$ cat src/rtl/vga_draw_arbiter.sv
// rtl/vga_draw_arbiter.sv - round-robin owner of the shared VGA write port among drawing engines
// Optional build macro ARB_CLIP_EN suppresses writes outside SCREEN_W x SCREEN_H.
module vga_draw_arbiter #(
    parameter int NUM_REQ  = 4,
    parameter int IDX_W    = 2,
    parameter int SCREEN_W = 160,
    parameter int SCREEN_H = 120
) (
    input  logic                 clk,
    input  logic                 resetn,
    input  logic [NUM_REQ-1:0]   req,
    input  logic [NUM_REQ-1:0]   eng_done,
    input  logic [NUM_REQ-1:0]   eng_we,
    input  logic [8*NUM_REQ-1:0] eng_x,
    input  logic [7*NUM_REQ-1:0] eng_y,
    input  logic [3*NUM_REQ-1:0] eng_color,
    output logic [NUM_REQ-1:0]   eng_go,
    output logic [NUM_REQ-1:0]   eng_resetn,
    output logic [7:0]           vga_x,
    output logic [6:0]           vga_y,
    output logic [2:0]           vga_color,
    output logic                 vga_we,
    output logic                 busy,
    output logic [IDX_W-1:0]     owner
);

    typedef enum logic [1:0] {
        IDLE    = 2'd0,
        BUSY    = 2'd1,
        RELEASE = 2'd2
    } state_t;

    state_t           state;
    logic [IDX_W-1:0] owner_q;
    logic [IDX_W-1:0] winner;
    logic [IDX_W-1:0] cand;
    logic             found;
    logic             owner_done;
    logic             owner_req;
    logic [7:0]       fwd_x;
    logic [6:0]       fwd_y;
    logic [2:0]       fwd_color;
    logic             fwd_we;
    logic             fwd_we_ok;
    logic [NUM_REQ-1:0] owner_onehot;

    // Search starts just past the last owner so it is considered last.
    always_comb begin
        winner = owner_q;
        found  = 1'b0;
        cand   = '0;
        for (int k = 1; k <= NUM_REQ; k++) begin
            cand = IDX_W'((int'(owner_q) + k) % NUM_REQ);
            if (!found && req[cand]) begin
                winner = cand;
                found  = 1'b1;
            end
        end
    end

    always_comb begin
        owner_onehot = '0;
        owner_done   = 1'b0;
        owner_req    = 1'b0;
        fwd_x        = '0;
        fwd_y        = '0;
        fwd_color    = '0;
        fwd_we       = 1'b0;
        for (int i = 0; i < NUM_REQ; i++) begin
            if (owner_q == IDX_W'(i)) begin
                owner_onehot[i] = 1'b1;
                owner_done      = eng_done[i];
                owner_req       = req[i];
                fwd_x           = eng_x[8*i +: 8];
                fwd_y           = eng_y[7*i +: 7];
                fwd_color       = eng_color[3*i +: 3];
                fwd_we          = eng_we[i];
            end
        end
    end

`ifdef ARB_CLIP_EN
    assign fwd_we_ok = fwd_we && (int'(fwd_x) < SCREEN_W) && (int'(fwd_y) < SCREEN_H);
`else
    logic unused_screen;
    assign unused_screen = ^{SCREEN_W, SCREEN_H};
    assign fwd_we_ok     = fwd_we;
`endif

    always_ff @(posedge clk) begin
        if (!resetn) begin
            state   <= IDLE;
            owner_q <= IDX_W'(NUM_REQ - 1);
        end else begin
            case (state)
                IDLE: begin
                    if (|req) begin
                        owner_q <= winner;
                        state   <= BUSY;
                    end
                end
                BUSY: begin
                    // Done and abort both just hand the port back.
                    if (owner_done || !owner_req)
                        state <= RELEASE;
                end
                RELEASE: state <= IDLE;
                default: state <= IDLE;
            endcase
        end
    end

    assign busy       = (state == BUSY) || (state == RELEASE);
    assign owner      = owner_q;
    assign eng_go     = (state == BUSY) ? owner_onehot : '0;
    assign eng_resetn = {NUM_REQ{resetn}} & ~((state == RELEASE) ? owner_onehot : '0);
    assign vga_x      = (state == BUSY) ? fwd_x : '0;
    assign vga_y      = (state == BUSY) ? fwd_y : '0;
    assign vga_color  = (state == BUSY) ? fwd_color : '0;
    assign vga_we     = (state == BUSY) && fwd_we_ok;

endmodule

$ cat config.mk
export PLATFORM = sky130hd
export DESIGN_NAME = vga_draw_arbiter
export DESIGN_NICKNAME = d
export VERILOG_FILES = /design/src/rtl/vga_draw_arbiter.sv
export SDC_FILE = /design/constraint.sdc
export NUM_CORES = 1
export LEC_CHECK = 0
export ABC_AREA = 1
export CAP_MARGIN = 20
export CORE_MARGIN = 8
export CORE_UTILIZATION = 33
export CTS_BUF_LIST = sky130_fd_sc_hd__clkbuf_8
export DETAILED_ROUTE_END_ITERATION = 10
export MAX_ROUTING_LAYER = met4
export PLACE_DENSITY = 0.88
export SETUP_SLACK_MARGIN = 0.3
export SLEW_MARGIN = 20
export SYNTH_ARGS = -nofsm -noshare
export SYNTH_HDL_FRONTEND = slang
export SYNTH_SLANG_ARGS = --single-unit
$ cat constraint.sdc
create_clock -name clk -period 5.5 [get_ports clk]
set_input_delay 1.1 -clock clk [delete_from_list [all_inputs] [get_ports clk]]
set_output_delay 1.1 -clock clk [all_outputs]
set_load 0.01 [all_outputs]
==> results.sh, run 1 <==
export IMPL_cp_max_fo=24
export IMPL_grt_pass1_vias=1710
export IMPL_final_cell_mix="115 x clkdlybuf4s50_1, 63 x nand2_1, 27 x o21ai_0"
export IMPL_final_area_sq_um=2359
export IMPL_fp_dieW_um=76.33
export IMPL_maxSlewHeadroom_pct=35.66
export IMPL_tns_ps=0
export IMPL_path_delay_family="buffers and inverters"
export IMPL_rows=22
export IMPL_fin_skew_ps=1.153
export IMPL_p_leak_uw=0.001014
export IMPL_final_hold_viol_count=0
export IMPL_netlist_area_sq_um=1201
export IMPL_yosys_area_top_type="nand2_1"
export IMPL_ir_worst_vdd_uv=282.2
export IMPL_cap_violations=0
export IMPL_worst_slew_pin_slew_ps=965.1
export IMPL_slowest_delay_ps=590
export IMPL_grt_usage_pct=19.18
export IMPL_antenna_found_initial=0
export IMPL_synth_top_cell_area_share_pct=19.69
export IMPL_cp_num_buf_inv=2
export IMPL_cts_tree="built"
export IMPL_synth_compound_area_share_pct=36.98
export IMPL_drive_above_1_share_pct=5.016
export IMPL_die_y_um=76.33
export IMPL_numPlacedInstances=364
export IMPL_io_pins=116
export IMPL_drt_iter0_drc=127
export IMPL_power_density_nw_per_um2=363.3
export IMPL_synth_cell_types=24
export IMPL_coreArea_sq_um=3578
export IMPL_place_hpwl_um=4744
export IMPL_synth_seq_cells=4
export IMPL_hold_ws_ps=518.9
export IMPL_gp_congestion=0.8511
export IMPL_critical_path_arrival_ps=2950
export IMPL_setup_worst_path_start_class="flop"
export IMPL_drc=0
export IMPL_crit_type="flop to output pin"
export IMPL_wl_per_cell_um=15.81
export IMPL_rsz0062_at_grt="false"
export IMPL_crit_cells=8
export IMPL_syn2layout_area_growth_pct=96.35
export IMPL_post_cts_setup_buffers=0
export IMPL_crit_chain="inv_1 > ha_1 > nor2_4 > a22oi_1 > nand2_1 > o21ai_0 > a21oi_1 > clkdlybuf4s50_1"
export IMPL_holdPathStages=2
export IMPL_clk_insertion_delay_late_ps=220
export IMPL_setup_viol=0
export IMPL_diodes=0
export IMPL_mappedNetlistNets=307
export IMPL_nets=414
export IMPL_synth_top_cells_by_area="nand2_1 20%, o21ai_0 11%, a21oi_1 11%"
export IMPL_drt_total_wl_um=5802
export IMPL_layout_commonest_cell="clkdlybuf4s50_1"
export IMPL_drv_slew=0
export IMPL_via_per_inst=5.046
export IMPL_fin_crit_sh_pct=73.72
export IMPL_rr_worst_depth=8
export IMPL_synth_xor_area_share_pct=0
export IMPL_crit_slowest_cell="clkdlybuf4s50_1"
export IMPL_cts_buffers=3
export IMPL_status="complete, no violations"
export IMPL_synthMuxAreaShare_pct=0
export IMPL_yosysWarnings=0
export IMPL_cp_required_ps=4400
export IMPL_clk_pin_slew_ps=30
export IMPL_hp_class="flop to flop"
export IMPL_cts_buffer_depth=2
export IMPL_yosys_area_share_simple_pct=36.15
export IMPL_cts_root_buf="clkbuf_8"
export IMPL_clock_fmax_mhz=246.6
export IMPL_cts_resized=0
export IMPL_ant_nets=0
export IMPL_cts_sinks=4
export IMPL_synth_top_family_by_area="compound AO/OA/AOI/OAI gates"
export IMPL_hold_buffers=0
export IMPL_cp_end_kind="output pin"
export IMPL_grt_max_degree=35
export IMPL_dieArea_sq_um=5826
export IMPL_synth_avg_cell_area_sq_um=5.613
export IMPL_layout_min_cycle_time_ps=4055
export IMPL_htreeDepth=1
export IMPL_initial_core_util_pct=33.57
export IMPL_grt_remaining_overflow=0
export IMPL_layout_cells_non_filler=367
export IMPL_grt_pass1_wl_um=9094
export IMPL_portBuffers=115
export IMPL_vias=1852
export IMPL_synthCells=214
export IMPL_postPlaceCellArea_sq_um=2317
export IMPL_dr_pass1_iters=4
export IMPL_ys_seq_area_share_pct=6.667
export IMPL_synthAdderAreaFrac_pct=7.292
[layer usage]
layer	vias to the layer above	routed length (um)	track usage, %	share of wire (%)
li1	942	-	-	-
met1	808	2462	23.32	42
met2	89	2696	30.59	46
met3	13	514	4.245	8.9
met4	0	129	6.154	2.2
met5	-	0	-	0
[synth_stat cells (all sizes together)]
cell	n
inv	16
clkbuf	4
nand2	69
dfxtp	4
nand4	1
nand3b	1
ha	7
nand3	16
o21ai	39
buf	9
nor2	7
a22oi	14
a21oi	27
[stage by stage]
| step | util (%) | power, uW | worst slack, ps |
|---|---|---|---|
| floorplan | - | 545.7 | 2769 |
| global placement | 64.76 | 778.2 | 1701 |
| detailed placement | 64.76 | 788.5 | 1675 |
| CTS | 65.91 | 855.0 | 1438 |
| global route | 65.91 | 943.6 | 1100 |
| finish | 65.91 | 856.9 | 1445 |
[flip-flops by register name, summed over array words and instances, names as in the netlist]
register and count:
owner 2, state 2
[cell families after synthesis]
kind of cell / count (synthesis)
compound gates: 80
fa+ha+maj: 7
buf+inv: 29
flops: 4
simple gates: 94
[worst register-to-register path: stages (launching register included)]
cell     delay, ps
dfxtp_1        480
inv_2          150
ha_1           330
inv_1          670
nand3_1        150
nand2_1        100
nand2_1         90
a21oi_1        130
nor2_1          60
[power by group]
part | leakage, uW | switching (uW) | total (uW) | internal [uW]
combinational | 0.000959 | 414 | 740 | 326
sequential | 0.0000333 | 14.9 | 54.9 | 40.0
clock | 0.0000216 | 15.1 | 61.8 | 46.6
[final cells by class]
class / count / area (sq um)
Clock buffer: 3 / 41.29
Fill cell: 347 / 1220
Inverter: 16 / 60.06
Multi-Input combinational cell: 181 / 965.9
Sequential cell: 4 / 80.08
Tap cell: 48 / 60.06
Timing Repair Buffer: 115 / 1151
[path summary, 6_finish.rpt]
| path | from | end | slack (ps) |
|---|---|---|---|
| worst max-delay path | owner[1] | vga_x[3] | 1450 |
| worst min-delay path | state[1] | state[1] | 520 |
| worst max register to register | owner[0] | state[0] | 3220 |
| worst min register to register | state[1] | state[1] | 520 |
Power figures use the tool's default switching activity.
==> run 2, diff against run 1 <==
- CORE_UTILIZATION: 33 -> 31
- PLACE_DENSITY: 0.88 -> 0.83
- clock period: 5.5 -> 4 ns (I/O delays scaled with it)
==> run 2 against run 1 <==
Global-route usage decreased by 0.42 points. Register-to-register slack got worse by 1200 ps. Hold slack improved by 7.3 ps. Sequential power increased by 38%. Via count decreased by 0.22%. Final area increased by 1.1%. Final cell count increased by 0.82%. Sequential share of layout area about the same. Non-clock buffer count increased by 2.
==> results.sh, run 2 (synthesis gave the netlist of run 1 again) <==
export IMPL_cts_sinks=4
export IMPL_cap_violations=0
export IMPL_wl_per_cell_um=16.53
export IMPL_final_area_sq_um=2385
export IMPL_dr_pass1_iters=4
export IMPL_multi_input_area_sq_um=968.4
export IMPL_rows=22
export IMPL_final_cell_mix="115 x clkdlybuf4s50_1, 63 x nand2_1, 27 x o21ai_0"
export IMPL_fin_util_pct=64.65
export IMPL_drc=0
export IMPL_clock_fmax_mhz=298.7
export IMPL_fill_cells=355
export IMPL_ir_worst_vdd_uv=357.5
export IMPL_cts_buffers=3
export IMPL_cp_required_ps=3200
export IMPL_layout_min_cycle_time_ps=3348
export IMPL_power_total_uw=1201
export IMPL_hp_class="flop to flop"
export IMPL_drt_iter0_drc=107
export IMPL_setup_worst_path_start_class="flop"
export IMPL_postPlaceCellArea_sq_um=2332
export IMPL_initial_core_util_pct=32.56
export IMPL_io_pins=116
export IMPL_coreArea_sq_um=3689
export IMPL_diodes=0
export IMPL_fp_dieW_um=78.25
export IMPL_syn2layout_area_growth_pct=98.54
export IMPL_cts_tree="built"
export IMPL_power_density_nw_per_um2=503.6
export IMPL_final_hold_viol_count=0
export IMPL_regArea_sq_um=80.08
export IMPL_hold_ws_ps=526.2
export IMPL_fin_crit_sh_pct=83.71
export IMPL_vias=1848
export IMPL_p_leak_uw=0.001020
export IMPL_cp_end_kind="output pin"
export IMPL_maxSlewHeadroom_pct=48.78
export IMPL_drive_above_1_share_pct=6.522
export IMPL_critical_path_arrival_ps=2550
export IMPL_rsz0062_at_grt="false"
export IMPL_met1_usage_pct=21.94
export IMPL_drv_slew=0
export IMPL_cts_root_buf="clkbuf_8"
export IMPL_fin_skew_ps=2.377
export IMPL_grt_pass1_vias=1666
export IMPL_hold_buffers=0
export IMPL_crit_type="flop to output pin"
export IMPL_nets=417
export IMPL_layout_commonest_cell="clkdlybuf4s50_1"
export IMPL_grt_usage_pct=18.76
export IMPL_grt_util_met2_pct=32.73
export IMPL_via_per_inst=4.995
export IMPL_ant_nets=0
export IMPL_post_cts_setup_buffers=0
export IMPL_antenna_found_initial=0
export IMPL_gp_congestion=0.9164
export IMPL_grt_max_degree=30
export IMPL_grt_remaining_overflow=0
export IMPL_clk_insertion_delay_late_ps=220
export IMPL_place_hpwl_um=5128
export IMPL_drt_total_wl_um=6115
export IMPL_dieArea_sq_um=6122
export IMPL_grt_pass1_wl_um=9239
export IMPL_die_y_um=78.25
export IMPL_cts_buffer_depth=2
export IMPL_portBuffers=115
export IMPL_cp_max_fo=19
export IMPL_status="complete, no violations"
export IMPL_htreeDepth=1
export IMPL_tns_ps=0
export IMPL_met3_usage_pct=4.897
export IMPL_top_usage_layer="met2"
export IMPL_setup_viol=0
export IMPL_clk_pin_slew_ps=30
export IMPL_worst_slew_pin_slew_ps=767.5
-- run 2: cell count changes in the layout (fill, tap and decap cells not counted) --
cell / before / now
buf_4: 0 / 2
clkinvlp_2: 0 / 1
clkinvlp_4: 0 / 1
ha_1: 7 / 6
ha_2: 0 / 1
inv_1: 15 / 14
-- run 2: metrics by stage --
| stage | std cells | setup slack [ps] |
|---|---|---|
| after floorplan | 214 | 1569 |
| after global placement | 366 | 799.0 |
| after detailed placement | 366 | 711.2 |
| after CTS | 369 | 488.6 |
| after global routing | 370 | 478.5 |
| final | 370 | 651.7 |
-- run 2: worst max-delay path, cell delays in order, from the launching register on --
cell,delay (ps)
dfxtp_1,380
inv_2,180
ha_1,240
inv_1,90
nor2_4,390
a22oi_1,140
nand2_1,100
o21ai_0,90
a21oi_1,130
clkdlybuf4s50_1,590
-- run 2: path summary, 6_finish.rpt --
| check | from | endpoint | slack [ps] | cells past startpoint |
|---|---|---|---|---|
| max | owner[0] | vga_x[5] | 650 | 9 |
| min | state[1] | state[1] | 530 | 2 |
| max reg2reg | owner[0] | state[0] | 2050 | 10 |
| min reg2reg | state[1] | state[1] | 530 | 2 |
-- run 2: repair_timing --
| item | CTS | global route |
|---|---|---|
| resized for setup | 0 | 2 |
| endpoints found under the setup margin | 0 | 2 |
| endpoints found under the hold margin | 0 | 0 |
-- run 2: power by group --
| part | total [uW] | switching, uW | leakage (uW) | internal, uW |
|---|---|---|---|---|
| clock | 84.6 | 20.5 | 0.0000216 | 64.1 |
| combinational | 1040 | 581 | 0.000965 | 459 |
| sequential | 75.9 | 21.0 | 0.0000333 | 55.0 |
| total | 1200 | 623 | 0.00102 | 578 |
-- run 2: cell type report --
class	count	area share, %
multi-input combinational	181	40.61
inverter	16	2.676
clock buffer	3	1.731
timing repair inverter	1	0.2099
timing repair buffer	117	48.90
sequential	4	3.358
tap	48	2.518
-- run 2: routing by layer --
layer / routed length (um) / up-vias
met1: 2561 / 804
met3: 508 / 4
met5: 0 / -
met2: 3029 / 92
met4: 17 / 0
li1: - / 948
==> run 3, diff against run 2 <==
- clock period: 4 -> 3.5 ns (I/O delays scaled with it)
==> run 3 against run 2 <==
Non-clock buffer count increased by 2. Sequential power increased by 16%. Final cell count increased by 0.54%. Core utilization increased by 0.88 points. Hold slack got worse by 2.1 ps. Clock power increased by 13%. Largest power group unchanged. Highest routed layer is now met3.
==> results.sh, run 3 (synthesis gave the netlist of run 1 again) <==
export IMPL_power_density_nw_per_um2=580.5
export IMPL_diodes=0
export IMPL_clock_fmax_mhz=330.7
export IMPL_layout_commonest_cell="clkdlybuf4s50_1"
export IMPL_initial_core_util_pct=32.56
export IMPL_wl_per_cell_um=16.51
export IMPL_portBuffers=115
export IMPL_syn2layout_area_growth_pct=101.3
export IMPL_layout_cells_non_filler=372
export IMPL_vias=1900
export IMPL_ir_worst_vdd_uv=372.9
export IMPL_crit_chain="inv_2 > ha_1 > inv_1 > buf_6 > nand2_1 > o21ai_0 > a21oi_1 > clkdlybuf4s50_1"
export IMPL_clk_pin_slew_ps=30
export IMPL_cts_root_buf="clkbuf_8"
export IMPL_rr_worst_depth=11
export IMPL_hold_path_end="state[1]"
export IMPL_final_cell_mix="115 x clkdlybuf4s50_1, 63 x nand2_1, 27 x o21ai_0"
export IMPL_drt_iter0_drc=134
export IMPL_fin_skew_ps=3.419
export IMPL_fin_crit_sh_pct=86.39
export IMPL_grt_max_degree=34
export IMPL_drc=0
export IMPL_cts_tree="built"
export IMPL_cts_buffers=3
export IMPL_nets=419
export IMPL_io_pins=116
export IMPL_critical_path_arrival_ps=2320
export IMPL_drive_above_1_share_pct=7.099
export IMPL_dr_pass1_iters=4
export IMPL_cts_sinks=4
export IMPL_fin_util_pct=65.54
export IMPL_ant_nets=0
export IMPL_crit_type="flop to output pin"
export IMPL_hp_class="flop to flop"
export IMPL_antenna_found_initial=0
export IMPL_power_total_uw=1403
export IMPL_fp_dieW_um=78.25
export IMPL_worst_slew_pin_slew_ps=378.2
export IMPL_rsz0062_at_grt="false"
export IMPL_tns_ps=0
export IMPL_reg2reg_to="state[0]"
export IMPL_place_hpwl_um=4856
export IMPL_coreArea_sq_um=3689
export IMPL_hold_start="state[1]"
export IMPL_cp_end_kind="output pin"
export IMPL_drt_total_wl_um=6143
export IMPL_holdPathStages=2
export IMPL_layout_min_cycle_time_ps=3024
export IMPL_reg2reg_from="owner[1]"
export IMPL_grt_remaining_overflow=0
export IMPL_grt_usage_pct=18.37
export IMPL_slowest_delay_ps=600
export IMPL_gp_congestion=0.9022
export IMPL_die_y_um=78.25
export IMPL_setup_viol=0
export IMPL_drv_slew=0
export IMPL_final_hold_viol_count=0
export IMPL_hold_ws_ps=524.1
export IMPL_via_per_inst=5.108
export IMPL_dieArea_sq_um=6122
export IMPL_p_leak_uw=0.001032
export IMPL_htreeDepth=1
export IMPL_setup_worst_path_start_class="flop"
export IMPL_cts_buffer_depth=2
export IMPL_cap_violations=0
export IMPL_status="complete, no violations"
export IMPL_fill_cells=341
export IMPL_r2r_slack_ps=1680
export IMPL_crit_slowest_cell="clkdlybuf4s50_1"
export IMPL_hold_buffers=0
export IMPL_grt_pass1_wl_um=9163
export IMPL_cp_required_ps=2800
export IMPL_numPlacedInstances=367
export IMPL_clk_insertion_delay_late_ps=220
export IMPL_cp_max_fo=33
export IMPL_rows=22
export IMPL_grt_pass1_vias=1709
export IMPL_maxSlewHeadroom_pct=74.79
==> run 3: cell count changes in the layout (fill, tap and decap cells not counted), sizes merged <==
cell  before  now
buf        2    4
==> run 3: layout make-up <==
class,instances,area (sq um),share of cell area (%)
sequential,4,81.33,3.364
tap,48,60.06,2.484
timing repair inverter,1,7.507,0.3106
multi-input combinational,181,965.9,39.96
timing repair buffer,119,1197,49.53
clock buffer,3,41.29,1.708
inverter,16,63.81,2.640
==> run 3: stage by stage <==
step	cell area, sq um	setup slack (ps)
final	2417	476.4
after global routing	2417	308.7
after CTS	2389	311.3
after detailed placement	2340	462.6
after global placement	2340	488.0
after floorplan	1201	1169
==> run 3: worst max-delay path, delay by kind of cell, from the launching register on <==
kind            cells  cell delay (ps)
flops               1              360
buf+inv             4             1070
compound gates      2              220
simple gates        1               80
fa+ha+maj           1              380
==> run 3: worst max-delay path by stage <==
| stage | end | depth (start not counted) | slack (ps) | start |
|---|---|---|---|---|
| 5_1_grt | vga_x[5] | 8 | 310 | owner[0] |
| 2_1_floorplan | vga_color[0] | 7 | 1170 | owner[0] |
| 6_report | vga_x[5] | 8 | 480 | owner[0] |
| 4_1_cts | vga_x[5] | 9 | 310 | owner[0] |
| 3_5_place_dp | vga_color[0] | 5 | 460 | owner[0] |
| 3_3_place_gp | vga_color[0] | 5 | 490 | owner[0] |
==> run 3: what timing repair did <==
action | 4_1_cts | 5_1_grt
buffers inserted | 0 | 1
gates cloned | 0 | 1
pin swaps | 0 | 1
gates resized for setup | 2 | 2
setup endpoints to repair | 7 | 19
==> run 3: power breakdown <==
group          total [uW]  internal, uW  switching, uW  leakage [uW]
Clock                95.7          73.2           22.5     0.0000216
Combinational        1220           542            678      0.000977
Sequential           88.4          64.0           24.4     0.0000331
Total                1400           679            725       0.00103
==> run 3: metal layers <==
layer,global-route usage [%],vias to the layer above,routed length [um]
met1,22.24,860,2586
li1,-,949,-
met4,1.111,0,0
met2,31.90,91,3066
met5,-,-,0
met3,3.645,0,490
